### config.mk
export PLATFORM = sky130hd
export DESIGN_NAME = bp_be_accel_writeback
export DESIGN_NICKNAME = d
export VERILOG_FILES = /design/src/rtl/bp_be_pkg.sv /design/src/rtl/bsg_counter_up_down.sv /design/src/rtl/bp_be_accel_writeback.sv
export SDC_FILE = /design/constraint.sdc
export NUM_CORES = 1
export LEC_CHECK = 0
export BUFFER_PORTS_ARGS = -buffer_cell sky130_fd_sc_hd__buf_2
export CORE_AREA = 2 2 154 156
export DETAILED_ROUTE_END_ITERATION = 6
export DIE_AREA = 0 0 156 158
export GPL_TIMING_DRIVEN = 0
export MAX_ROUTING_LAYER = met4
export PLACE_DENSITY = 0.69
export SETUP_SLACK_MARGIN = 0.15
export SYNTH_ARGS = -nofsm -noshare
export SYNTH_HDL_FRONTEND = slang
export SYNTH_SLANG_ARGS = --single-unit
### constraint.sdc
create_clock -name clk_i -period 3.5 [get_ports clk_i]
set_input_delay 0.7 -clock clk_i [delete_from_list [all_inputs] [get_ports clk_i]]
set_output_delay 0.7 -clock clk_i [all_outputs]
set_load 0.02 [all_outputs]
### src/rtl/bp_be_pkg.sv
// Shared types and helpers for the accelerator writeback path.
package bp_be_pkg;

  typedef enum logic [1:0] {
    eREADY = 2'd0,
    eSEND  = 2'd1,
    eFENCE = 2'd2
  } wb_state_e;

  function automatic int unsigned beat_bytes(input int unsigned data_width);
    return data_width / 8;
  endfunction

endpackage

### src/rtl/bsg_counter_up_down.sv
// Saturation-free up/down counter; async active-low reset.
module bsg_counter_up_down #(
  parameter int max_val_p  = 8,
  parameter int init_val_p = 0,
  localparam int width_lp  = $clog2(max_val_p + 1)
) (
  input  logic                clk_i,
  input  logic                reset_n_i,
  input  logic                up_i,
  input  logic                down_i,
  output logic [width_lp-1:0] count_o
);

  always_ff @(posedge clk_i or negedge reset_n_i) begin
    if (!reset_n_i) count_o <= width_lp'(init_val_p);
    else            count_o <= count_o + width_lp'(up_i) - width_lp'(down_i);
  end

endmodule

### src/rtl/bp_be_accel_writeback.sv
// Turns DPU result beats into uncached writes at per-destination
// incrementing offsets, bounding the number of un-acked writes.
module bp_be_accel_writeback
  import bp_be_pkg::*;
#(
  parameter int paddr_width_p     = 40,
  parameter int data_width_p      = 128,
  parameter int max_outstanding_p = 8,
  parameter int window_bytes_p    = 4096
) (
  input  logic                     clk_i,
  input  logic                     reset_n_i,
  input  logic [data_width_p-1:0]  data_i,
  input  logic                     buf_i,
  input  logic                     v_i,
  output logic                     ready_and_o,
  input  logic [paddr_width_p-1:0] dest0_base_i,
  input  logic [paddr_width_p-1:0] dest1_base_i,
  input  logic [1:0]               rewind_i,
  input  logic                     fence_i,
  output logic [paddr_width_p-1:0] wr_addr_o,
  output logic [data_width_p-1:0]  wr_data_o,
  output logic                     wr_buf_o,
  output logic                     wr_v_o,
  input  logic                     wr_ready_and_i,
  input  logic                     ack_v_i,
  output logic                     idle_o,
  output logic                     err_o
);

  localparam int off_w_lp = (window_bytes_p > 1) ? $clog2(window_bytes_p) : 1;
  localparam int cnt_w_lp = $clog2(max_outstanding_p + 1);
  // Offsets are window-sized, so the natural wrap of the adder gives the modulo.
  localparam logic [off_w_lp-1:0] step_lp =
    off_w_lp'(beat_bytes(data_width_p) % window_bytes_p);

  wb_state_e state_r, state_n;
  logic [off_w_lp-1:0] off0_r, off1_r, sel_off;
  logic [cnt_w_lp-1:0] outstanding;
  logic accept, send, ack_ok;

  // Gated by reset so nothing is offered while reset is held.
  assign ready_and_o = reset_n_i & (state_r == eREADY) & ~fence_i
                     & (outstanding < cnt_w_lp'(max_outstanding_p));
  assign accept  = v_i & ready_and_o;
  assign wr_v_o  = (state_r == eSEND);
  assign send    = wr_v_o & wr_ready_and_i;
  assign ack_ok  = ack_v_i & ((outstanding != '0) | send);
  assign idle_o  = (state_r != eSEND) & (outstanding == '0);
  assign sel_off = buf_i ? off1_r : off0_r;

  bsg_counter_up_down #(
    .max_val_p (max_outstanding_p),
    .init_val_p(0)
  ) outstanding_cnt (
    .clk_i    (clk_i),
    .reset_n_i(reset_n_i),
    .up_i     (send),
    .down_i   (ack_ok),
    .count_o  (outstanding)
  );

  always_ff @(posedge clk_i or negedge reset_n_i) begin
    if (!reset_n_i) begin
      state_r <= eREADY;
      err_o   <= 1'b0;
    end else begin
      state_r <= state_n;
      if (ack_v_i & ~ack_ok) err_o <= 1'b1;
    end
  end

  // A rewind wins over the advance; the accepted beat still used the old offset.
  always_ff @(posedge clk_i or negedge reset_n_i) begin
    if (!reset_n_i) begin
      off0_r <= '0;
      off1_r <= '0;
    end else begin
      if (rewind_i[0])          off0_r <= '0;
      else if (accept & ~buf_i) off0_r <= off0_r + step_lp;
      if (rewind_i[1])          off1_r <= '0;
      else if (accept & buf_i)  off1_r <= off1_r + step_lp;
    end
  end

  always_ff @(posedge clk_i or negedge reset_n_i) begin
    if (!reset_n_i) begin
      wr_addr_o <= '0;
      wr_data_o <= '0;
      wr_buf_o  <= 1'b0;
    end else if (accept) begin
      wr_addr_o <= (buf_i ? dest1_base_i : dest0_base_i) + paddr_width_p'(sel_off);
      wr_data_o <= data_i;
      wr_buf_o  <= buf_i;
    end
  end

  always_comb begin
    state_n = state_r;
    case (state_r)
      eREADY: if (fence_i) state_n = eFENCE;
              else if (accept) state_n = eSEND;
      eSEND:  if (send) state_n = fence_i ? eFENCE : eREADY;
      eFENCE: if (!fence_i) state_n = eREADY;
      default: state_n = eREADY;
    endcase
  end

endmodule
## Yosys cells after proc, flatten, opt, wreduce, memory -nomap -nowiden

Index checks and enable logic that the tools add are counted.

| word-level totals | value |
|---|---|
| register bits | 200 |
| latch bits | 0 |
| bits in writable memories | 0 |
| memory bits (read-only) | 0 |
| input port bits | 217 |
| memories | 0 |

| cells by class | value |
|---|---|
| add/subtract/negate cells | 5 |
| multipliers | 0 |
| divide/modulo/power cells | 0 |
| $lt $le $gt $ge | 1 |
| equal/unequal tests | 6 |
| shifts and indexed selects | 0 |
| multiplexer cells | 12 |
| bitwise gates (word level) | 14 |
| reduce and logical (&&, ||, !) cells | 6 |

Operators by type and width:

| operator | count |
|---|---|
| $mux W12 | 5 |
| $add A40 B12 Y40 | 1 |
| $mux W40 | 1 |
| $add A12 B5 Y12 const B | 2 |
| $and A1 B1 Y1 | 10 |
| $mux W2 | 5 |
| $pmux W2 S3 | 1 |
| $add A4 B1 Y4 | 1 |
| $logic_not A4 Y1 | 1 |
| $lt A4 B4 Y1 const B | 1 |
| $ne A2 B1 Y1 const B | 2 |
| $reduce_bool A2 Y1 | 2 |
| $reduce_bool A4 Y1 | 1 |
| $sub A4 B1 Y4 | 1 |
| $ne A3 B3 Y1 const B | 1 |
| $not A1 Y1 | 3 |
| $reduce_and A3 Y1 | 1 |
| $eq A2 B1 Y1 const B | 1 |
| $eq A2 B2 Y1 const B | 1 |
| $logic_not A2 Y1 | 1 |
| $ne A2 B2 Y1 const B | 1 |
| $or A1 B1 Y1 | 1 |

## Logic depth before layout (Yosys ltp)

Gate-level depths: netlist (run 1).

| logic depth | value |
|---|---|
| depth after elaboration | 8 |
| gate-level depth with buffers | 16 |
| gate-level depth less buffers | 11 |

## Hierarchy

From an unflattened synthesis (run 1), not the netlist that was laid out.

| unflattened totals | value |
|---|---|
| cells, all modules | 1023 |
| area, all modules | 9315.2 um^2 |

Modules (own cells, without submodules):

| module | times used | cells an instance | area an instance (um^2) | seq. area each (um^2) |
|---|---|---|---|---|
| bp_be_accel_writeback | 1 | 1002 | 9076.2 | 4704.5 |
| bsg_counter_up_down | 1 | 21 | 239.0 | 100.1 |

## Worst setup path before layout (run 1)

OpenSTA, ideal clock, no wires.

| timing | value |
|---|---|
| path type | input -> register |
| start point | in buf_i |
| end point | reg wr_addr_o[17] |
| setup time | 135 ps |
| arrival time | 4035 ps |
| required time | 3365 ps |
| setup slack | -670 ps |
| stages on the path | 15 |
| buffers on the path | 7 |
| path through | buf_6 > buf_8 > buf_2 > buf_2 > buf_2 > buf_2 > mux2_2 > ha_1 > and3_1 > a221oi_1 > o211a_1 > buf_2 > and3b_1 > a221oi_1 > o31ai_1 |

| on the way | value |
|---|---|
| longest elaborated chain between the ends | 2 |
| elaborated cells on any way between the ends | 3 |
| classes of those cells | add/sub: 1; mux: 2 |

RTL lines:

| item | RTL line | source |
|---|---|---|
| from (decl) | bp_be_accel_writeback.sv:14 | `input logic buf_i,` |
| $mux W40 or $mux W12 (tied branches) | bp_be_accel_writeback.sv:92, bp_be_accel_writeback.sv:50 |  |
| $add A40 B12 Y40 * | bp_be_accel_writeback.sv:92 | `wr_addr_o <= (buf_i ? dest1_base_i : dest0_base_i) + paddr_width_p'(sel_off);` |
| to (signal assigned) | bp_be_accel_writeback.sv:92 |  |
| to (decl) | bp_be_accel_writeback.sv:21 | `output logic [paddr_width_p-1:0] wr_addr_o,` |

Mark *: on every way between the ends. The rest lies on a longest branch, timed or not.
A chain may end at the register's enable or synchronous reset.

## Worst setup path in the final report (run 1)

Same ends and word-level chain as after synthesis.

==> run summary, run 1 <==
Worst Hold Class - in2async
Max_slew headroom - 51.0%
CTS root buf - clkbuf_16
Vias - 7,654
Post-Syn Area - 0.00921 mm2
Grt ovf - 0
Sequential standard cell area - 0.00480 mm2
Worst R2R Path Depth - 6
Max-cap violations - 0
Critical Path AT - 3.62 ns
Yosys top cell area share - 52.2%
Residual DRC - 0
Mapped Nets - 991
TNS Setup - 0 ns
First-pass GRT wire length - 41,500 um
WL/cell - 18.3 um
Fillers - 2,063
Syn-to-layout area delta - 37.8%
Min cycle time layout - 3.34 ns
PnR worst setup slack - 0.163 ns
Hold buffers post-CTS - 0
Max-slew violations - 0
#FFs+latches synth - 192
R2r endpoint - wr_data_o[47]
Mapped Cells - 757
Fmax - 0.300 GHz
Startpoint types - input pin
Leak - 6.31 nW
CTS tree - built
Maximum vdd drop - 0.456 mV
Vias in the first global route - 7,928
Multi-input gate area - 0.00442 mm2
Synth warn - 0
Crit Path Category - in2reg
Routed vias/inst - 5.16
Die area - 0.0246 mm2
HPWL after detailed placement - 20,900 um
Largest family of logic cells by synthesized area - multiplexers
Largest net degree at the start of global routing - 118
Crit-path max FO - 7
EDFF count, synth - 0
Post-synthesis compound-gate area fraction - 8.66%
Routed WL - 27,200 um
Die Ht - 158 um
Sequential fraction of the synthesis area - 52.2%
Initial Util - 39.9%
Layout Nets - 1,414
Reg clk slew, reported paths - 0.08 ns
CORE AREA - 0.0231 mm2
Clk_skew - 0.0136 ns
Pwr/cell area - 758 mW/mm2
Routed Antenna Nets - 0
Die width - 156 um
Post-synth top flop - dfrtp_1
Port buffer count - 387
Worst-Margin Slew - 0.735 ns
Final setup viols - 0
DRT iter0 DRCs - 322
I/O pin count - 390
Worst EP required - 3.78 ns
Cell variety after synth - 60
Count leader, synth - dfrtp_1
Mux cell area share after synthesis - 20.8%
Hold Fails Final Rpt - 0
Clock Path Buffers - 2
Initial antenna violation count - 1
Rows - 56
First-pass DRT Iterations - 5
Post-Synth Simple-Gate Area - 9.27%
Global Route Usage Sum - 22.6%
Run status - finished, final reports clean
Num CTS Buffers - 17
RSZ-0062 raised after global routing - yes
R2R setup slack - 0.75 ns
Synth async-reset ratio - 100%
Post-synth top cells - dfrtp_1 (192), mux2_2 (152), nand2_1 (68), o21ai_0 (37), xor2_1 (30)
Worst hold slack - 0.214 ns
Htree depth - 4
Fraction of final layout cells with drive strength greater than 1 - 53.8%
Crit. End Element - flop
Synth area leader - dfrtp_1
Place WS - -1.06 ns
Reg-to-Reg Start - state_r[0]
GPL Wtd Cong - 0.892
Top post-synthesis cells by area - dfrtp_1 (52%), mux2_2 (19%), xor2_1 (2.9%)
Clock sinks - 192
Synth Area in Adders - 2.39%
Clock latency on the worst-skew pair - 0.43 ns
Post-synthesis xor/xnor area fraction - 4.09%
Tcrit/Tclk final - 95.3%
Post-synthesis area per instance - 12.2 um2
-- through the flow --
stage / total power (W) / instances / util, % / instance area, um2
3_3_place_gp: 0.00752 / 1434 / 50.8 / 11700
6_report: 0.00961 / 1484 / 55.0 / 12700
3_5_place_dp: 0.00764 / 1435 / 50.9 / 11700
2_1_floorplan: 0.00604 / 757 / - / 9400
4_1_cts: 0.00970 / 1475 / 54.3 / 12500
5_1_grt: 0.0102 / 1484 / 55.0 / 12700
-- cell usage in the layout, fill, tap and decap left out, types with 4 or more instances in the layout --
cell | netlist | layout
buf_4 | 1 | 15
a31oi_1 | 4 | 4
nor3_1 | 5 | 4
and2b_2 | 5 | 5
nand3_1 | 20 | 19
o21ai_0 | 37 | 34
nor2b_1 | 5 | 4
inv_1 | 11 | 11
clkinv_8 | 0 | 4
nand3b_1 | 5 | 5
clkbuf_1 | 25 | 25
mux2_4 | 0 | 9
buf_2 | 9 | 386
a21oi_1 | 20 | 19
nand4_1 | 9 | 9
nor2_1 | 22 | 22
o31ai_1 | 9 | 7
buf_12 | 1 | 9
ha_1 | 16 | 9
a32o_1 | 5 | 5
dfrtp_1 | 192 | 192
xor2_1 | 30 | 30
a21o_1 | 7 | 6
xnor2_1 | 13 | 12
nand2_1 | 68 | 68
mux2_2 | 152 | 143
and3_1 | 7 | 6
mux2i_1 | 20 | 20
clkbuf_16 | 0 | 18
nand2b_1 | 4 | 4
ha_4 | 0 | 6
-- layer usage --
layer | vias to the layer above | wire [um] | global-route usage (%)
li1 | 3567 | - | -
met1 | 3754 | 11300 | 27.1
met2 | 294 | 13700 | 38.1
met3 | 39 | 1600 | 4.57
met4 | 0 | 639 | 7.78
met5 | - | 0 | -
-- power by group --
part | internal, W | switching [W]
clock | 0.00100 | 0.00102
combinational | 0.00156 | 0.00232
sequential | 0.00321 | 0.000507
-- critical path, stage by stage --
cell and delay [ns]:
buf_12 0.11, buf_12 0.11, buf_12 0.13, buf_8 0.12, buf_12 0.12, buf_12 0.12, buf_12 0.13, mux2_4 0.32
ha_4 0.25, a21o_1 0.22, a221oi_4 0.31, o211a_4 0.23, buf_6 0.12, and3b_2 0.22, a221oi_2 0.26, o31ai_2 0.11
-- repair_timing --
action	4_1_cts	5_1_grt
setup endpoints to repair	29	20
pin swaps	8	12
setup buffers	8	7
gates resized for setup	19	14
gates cloned	0	1
-- registers in the layout (all words and copies together), names as in the netlist --
name                     cells
wr_addr_o                   40
off1_r                       8
off0_r                       8
wr_data_o                  128
state_r                      2
outstanding_cnt.count_o      4
err_o                        1
wr_buf_o                     1
-- layout make-up --
| type | instances | share of cell area [%] |
|---|---|---|
| diodes | 1 | 0.0197 |
| plain buffers | 39 | 2.46 |
| clock buffers | 18 | 3.46 |
| clock inverters | 14 | 1.41 |
| flip-flops and latches | 192 | 37.9 |
| inverters | 11 | 0.325 |
| well taps | 290 | 2.86 |
| multi-input cells | 515 | 34.8 |
| repair buffers | 404 | 16.8 |
-- cells by family (layout without fill, tap and decap cells) --
logic type               Yosys count  count (layout)
adder cells (fa/ha/maj)           17              17
flip-flops                       192             192
buffers and inverters             50             486
AND/OR/NAND/NOR                  168             168
AO/OA/AOI/OAI                    114             114
multiplexers                     172             172
other                              1               2
XOR/XNOR                          43              43
-- worst max-delay path by stage --
stage,from,end,cells past startpoint
2_1_floorplan,buf_i,wr_addr_o[33],14
3_3_place_gp,reset_n_i,wr_data_o[88],6
3_5_place_dp,buf_i,wr_addr_o[39],15
4_1_cts,buf_i,wr_addr_o[17],16
5_1_grt,buf_i,wr_addr_o[17],16
6_report,buf_i,wr_addr_o[17],16
Note: power is estimated with default switching activity, not from simulation.
==> run 2: changes to the inputs <==
--- a/config.mk
+++ b/config.mk
@@ -6,12 +6,12 @@
 export NUM_CORES = 1
 export LEC_CHECK = 0
 export BUFFER_PORTS_ARGS = -buffer_cell sky130_fd_sc_hd__buf_2
-export CORE_AREA = 2 2 154 156
+export CORE_AREA = 2 2 151 153
 export DETAILED_ROUTE_END_ITERATION = 6
-export DIE_AREA = 0 0 156 158
+export DIE_AREA = 0 0 153 155
 export GPL_TIMING_DRIVEN = 0
 export MAX_ROUTING_LAYER = met4
-export PLACE_DENSITY = 0.69
+export PLACE_DENSITY = 0.71
 export SETUP_SLACK_MARGIN = 0.15
 export SYNTH_ARGS = -nofsm -noshare
 export SYNTH_HDL_FRONTEND = slang
==> run 2 against run 1 <==
Utilization grew 1.8 points; largest power group unchanged; via count shrank 0.29%; sequential power is essentially flat; maximum frequency shrank 0.63%; largest cell class unchanged; critical path depth shrank 1; total power shrank 1.2%; sequential cell count is the same; sequential share of layout area grew 0.16 points.
==> run summary, run 2 (same netlist as run 1, synthesis figures left out) <==
Run status - finished, final reports clean
Max_slew headroom - 50.8%
Min cycle time layout - 3.36 ns
Die area - 0.0237 mm2
RSZ-0062 raised after global routing - yes
Routed vias/inst - 5.15
Maximum vdd drop - 0.416 mV
Vias - 7,632
Residual DRC - 0
Clock latency on the worst-skew pair - 0.44 ns
Fmax - 0.298 GHz
WL/cell - 17.9 um
Layout Nets - 1,418
First-pass GRT wire length - 41,000 um
Die Ht - 155 um
Syn-to-layout area delta - 37.2%
Worst Hold Class - in2async
Port buffer count - 387
Worst-Margin Slew - 0.738 ns
Pwr/cell area - 752 mW/mm2
Crit. End Element - flop
Startpoint types - input pin
Crit-path max FO - 5
Routed WL - 26,600 um
Clock Path Buffers - 2
HPWL after detailed placement - 20,500 um
Global Route Usage Sum - 22.7%
First-pass DRT Iterations - 5
Tcrit/Tclk final - 96.0%
Worst EP required - 3.83 ns
Reg clk slew, reported paths - 0.08 ns
Grt ovf - 0
CTS root buf - clkbuf_16
Crit Path Category - in2reg
TNS Setup - 0 ns
I/O pin count - 390
Die width - 153 um
Leak - 6.29 nW
Largest register FFs - 128
Final setup viols - 0
Critical Path AT - 3.69 ns
Place WS - -0.945 ns
Initial antenna violation count - 1
Initial Util - 41.4%
CTS tree - built
Max-slew violations - 0
PnR worst setup slack - 0.142 ns
Most frequent cells in the layout - buf_2 (386), dfrtp_1 (192), mux2_2 (144)
Max-cap violations - 0
CORE AREA - 0.0222 mm2
GPL Wtd Cong - 0.881
Pwr Total - 0.00950 W
Clock sinks - 192
Hold Fails Final Rpt - 0
Num CTS Buffers - 17
Vias in the first global route - 7,679
Fillers - 1,935
Largest regs - wr_data_o (128), wr_addr_o (40)
Fraction of final layout cells with drive strength greater than 1 - 53.3%
Largest net degree at the start of global routing - 101
Most common cell after layout, fill and taps aside - buf_2
Largest Register - wr_data_o
Routed Antenna Nets - 0
DRT iter0 DRCs - 432
Clk_skew - 0.0194 ns
Rows - 55
Htree depth - 4
==> run 2: routing by layer <==
layer | global-route usage [%] | wire length (um)
met3 | 4.07 | 1680
met5 | - | 0
met2 | 37.8 | 13200
met1 | 28.0 | 11000
met4 | 7.85 | 706
==> run 2: cell type report <==
type	count	area (um2)	share of cell area, %
Clock inverter	14	166	1.32
Antenna cell	1	2.50	0.0198
Tap cell	285	357	2.82
Buffer	39	313	2.48
Sequential cell	192	4800	38.0
Inverter	11	41.3	0.327
Clock buffer	18	429	3.40
Timing Repair Buffer	408	2160	17.1
Multi-Input combinational cell	515	4360	34.5
==> run 2: worst paths after layout <==
path / startpoint / end / slack, ns / cells after the start
min in group clk_i: err_o / err_o / 0.48 / 1
max in group asynchronous: reset_n_i / wr_data_o[30] / 2.28 / 2
hold / removal: reset_n_i / wr_data_o[56] / 0.25 / 1
setup / recovery: buf_i / wr_addr_o[35] / 0.14 / 15
setup reg to reg: state_r[1] / wr_data_o[51] / 0.57 / 6
hold reg to reg: err_o / err_o / 0.48 / 1
==> run 2: power by group <==
group,total (W),leakage [nW],internal (W),switching [W]
sequential,0.00370,2.38,0.00321,0.000492
combinational,0.00386,3.62,0.00155,0.00231
clock,0.00193,0.285,0.000964,0.000968
==> run 2: worst max-delay path, cell delays in order <==
cell,delay (ns)
buf_12,0.10
buf_12,0.11
buf_12,0.12
buf_12,0.11
buf_12,0.12
buf_12,0.13
buf_12,0.13
mux2_4,0.32
ha_4,0.28
and3_4,0.20
a221oi_4,0.07
o211a_1,0.27
or4_4,0.56
o21a_1,0.20
o31ai_1,0.24
==> run 2: through the flow <==
step	instances	utilization (%)	area [um2]	hold WS, ns
final	1483	56.8	12600	0.255
after global routing	1483	56.8	12600	0.318
after CTS	1481	56.8	12600	0.308
after detailed placement	1430	52.8	11700	0.458
after global placement	1429	52.6	11700	0.450
after floorplan	757	-	9400	0.404
==> run 2: repair_timing <==
action                     CTS  global route
gates resized for setup     22             1
pin swaps                   11             1
gates cloned                 1             0
setup buffers               18             1
hold buffers                 0             0
setup endpoints to repair   29            12
==> run 3: changes to the inputs <==
--- a/config.mk
+++ b/config.mk
@@ -6,13 +6,15 @@
 export NUM_CORES = 1
 export LEC_CHECK = 0
 export BUFFER_PORTS_ARGS = -buffer_cell sky130_fd_sc_hd__buf_2
-export CORE_AREA = 2 2 151 153
+export CELL_PAD_IN_SITES_DETAIL_PLACEMENT = 1
+export CELL_PAD_IN_SITES_GLOBAL_PLACEMENT = 1
+export CORE_UTILIZATION = 37
 export DETAILED_ROUTE_END_ITERATION = 6
-export DIE_AREA = 0 0 153 155
 export GPL_TIMING_DRIVEN = 0
 export MAX_ROUTING_LAYER = met4
-export PLACE_DENSITY = 0.71
+export PLACE_DENSITY_LB_ADDON = 0.1
 export SETUP_SLACK_MARGIN = 0.15
+export SKIP_LAST_GASP = 1
 export SYNTH_ARGS = -nofsm -noshare
 export SYNTH_HDL_FRONTEND = slang
 export SYNTH_SLANG_ARGS = --single-unit
==> run 3 against run 2 <==
Non-clock buffer count is 3 higher; final area rose by 1.6%; global-route usage is 2.6 points higher; routed wire length increased by 16%; via count is 1.2% higher; die area rose by 7.6%; sequential share of layout area shrank 0.62 points; first-iteration DRC count down 19%; combinational power increased by 3%.
==> run summary, run 3 (same netlist as run 1, synthesis figures left out) <==
Run status - finished, final reports clean
CORE AREA - 0.0244 mm2
First-pass DRT Iterations - 4
Routed vias/inst - 5.04
Num CTS Buffers - 17
Clock sinks - 192
Crit-path max FO - 9
Largest net degree at the start of global routing - 114
CTS tree - built
Critical Path AT - 3.63 ns
Hold Fails Final Rpt - 0
Most frequent cells in the layout - buf_2 (386), dfrtp_1 (192), mux2_2 (143)
Min cycle time layout - 3.32 ns
Hold buffers post-CTS - 0
Startpoint types - input pin
Vias in the first global route - 8,387
Reg-to-Reg Start - outstanding_cnt.count_o[3]
R2R setup slack - 0.67 ns
WL/cell - 20.2 um
Multi-input gate area - 0.00446 mm2
Die area - 0.0255 mm2
DRT iter0 DRCs - 349
CTS root buf - clkbuf_16
Fillers - 2,744
Pwr/cell area - 751 mW/mm2
Sequential standard cell area - 0.00480 mm2
CP startpoint - buf_i
Vias - 7,720
Leak - 6.34 nW
Fraction of final layout cells with drive strength greater than 1 - 53.8%
Largest regs - wr_data_o (128), wr_addr_o (40)
Worst R2R Path Depth - 6
Worst-Margin Slew - 0.699 ns
Initial antenna violation count - 7
GPL Wtd Cong - 0.871
Final setup viols - 0
Worst EP required - 3.80 ns
First-pass GRT wire length - 48,000 um
Die width - 160 um
Routed WL - 30,900 um
Tcrit/Tclk final - 95.0%
Reg clk slew, reported paths - 0.08 ns
Crit Path Category - in2reg
I/O pin count - 390
Rows - 57
Worst hold slack - 0.0236 ns
Htree depth - 4
Maximum vdd drop - 0.431 mV
RSZ-0062 raised after global routing - yes
Fmax - 0.301 GHz
Worst Hold Class - in2async
Max_slew headroom - 53.4%
Crit path to - wr_addr_o[29]
R2r endpoint - wr_data_o[55]
Global Route Usage Sum - 25.3%
Routed Antenna Nets - 0
Clk_skew - 0.0173 ns
Residual DRC - 0
Clock Path Buffers - 2
Layout Nets - 1,421
Dpl cell area - 0.0118 mm2
Die Ht - 160 um
Clock latency on the worst-skew pair - 0.44 ns
Largest register FFs - 128
Crit. End Element - flop
Largest Register - wr_data_o
Post-route cell area - 0.0128 mm2
Grt ovf - 0
HPWL after detailed placement - 23,800 um
Port buffer count - 387
Syn-to-layout area delta - 39.5%
Max-cap violations - 0
Initial Util - 37.7%
Pwr Total - 0.00964 W
Most common cell after layout, fill and taps aside - buf_2
Max-slew violations - 0
==> run 3: critical path, stage by stage <==
cell and delay, ns:
buf_6 0.12, buf_12 0.13, buf_12 0.12, buf_12 0.12, buf_12 0.12, buf_12 0.12, buf_12 0.13, mux2_4 0.31
ha_4 0.28, and3_4 0.21, a221oi_4 0.08, o211a_4 0.29, buf_8 0.14, buf_4 0.13, nor4_2 0.34, xnor2_1 0.18
o21ai_0 0.10
==> run 3: layout make-up <==
class	count	area share, %
Clock inverter	14	1.30
Inverter	11	0.322
Multi-Input combinational cell	515	34.7
Tap cell	324	3.16
Antenna cell	8	0.156
Buffer	39	2.50
Sequential cell	192	37.4
Clock buffer	18	3.34
Timing Repair Buffer	411	17.1
==> run 3: worst min-delay path by stage <==
stage	startpoint	slack [ns]	endpoint
finish	reset_n_i	0.02	outstanding_cnt.count_o[1]
global route	reset_n_i	0.001	outstanding_cnt.count_o[1]
CTS	reset_n_i	0.007	outstanding_cnt.count_o[0]
detailed placement	err_o	0.44	err_o
global placement	err_o	0.44	err_o
floorplan	reset_n_i	0.40	err_o
==> run 3: per-stage QoR <==
stage / TNS (ns) / instances / setup slack [ns] / util [%]
detailed placement: -42.99 / 1470 / -0.958 / 48.4
floorplan: -0.229 / 757 / -0.0529 / -
CTS: 0 / 1516 / 0.158 / 52.2
global route: 0 / 1531 / 0.116 / 52.6
finish: 0 / 1532 / 0.176 / 52.6
global placement: -977.41 / 1468 / -3.80 / 48.2
==> run 3: repair_timing <==
item / 4_1_cts / 5_1_grt
gates cloned: 1 / 1
endpoints found under the setup margin: 74 / 16
gates resized for setup: 34 / 5
buffers inserted: 13 / 7
pin swaps: 16 / 12
==> run 3: where the power goes <==
| group | internal (W) | leakage (nW) | total (W) | switching [W] |
|---|---|---|---|---|
| Sequential | 0.00321 | 2.38 | 0.00369 | 0.000482 |
| Combinational | 0.00156 | 3.67 | 0.00399 | 0.00242 |
| Clock | 0.000966 | 0.289 | 0.00196 | 0.000996 |
| Total | 0.00574 | 6.34 | 0.00964 | 0.00390 |
==> run 3: per-layer routing <==
layer / vias up / GRT usage, % / share of wire (%)
li1: 3590 / - / -
met5: - / - / 0
met2: 253 / 42.3 / 51
met1: 3842 / 30.0 / 40
met3: 35 / 6.68 / 6.9
met4: 0 / 6.86 / 1.9
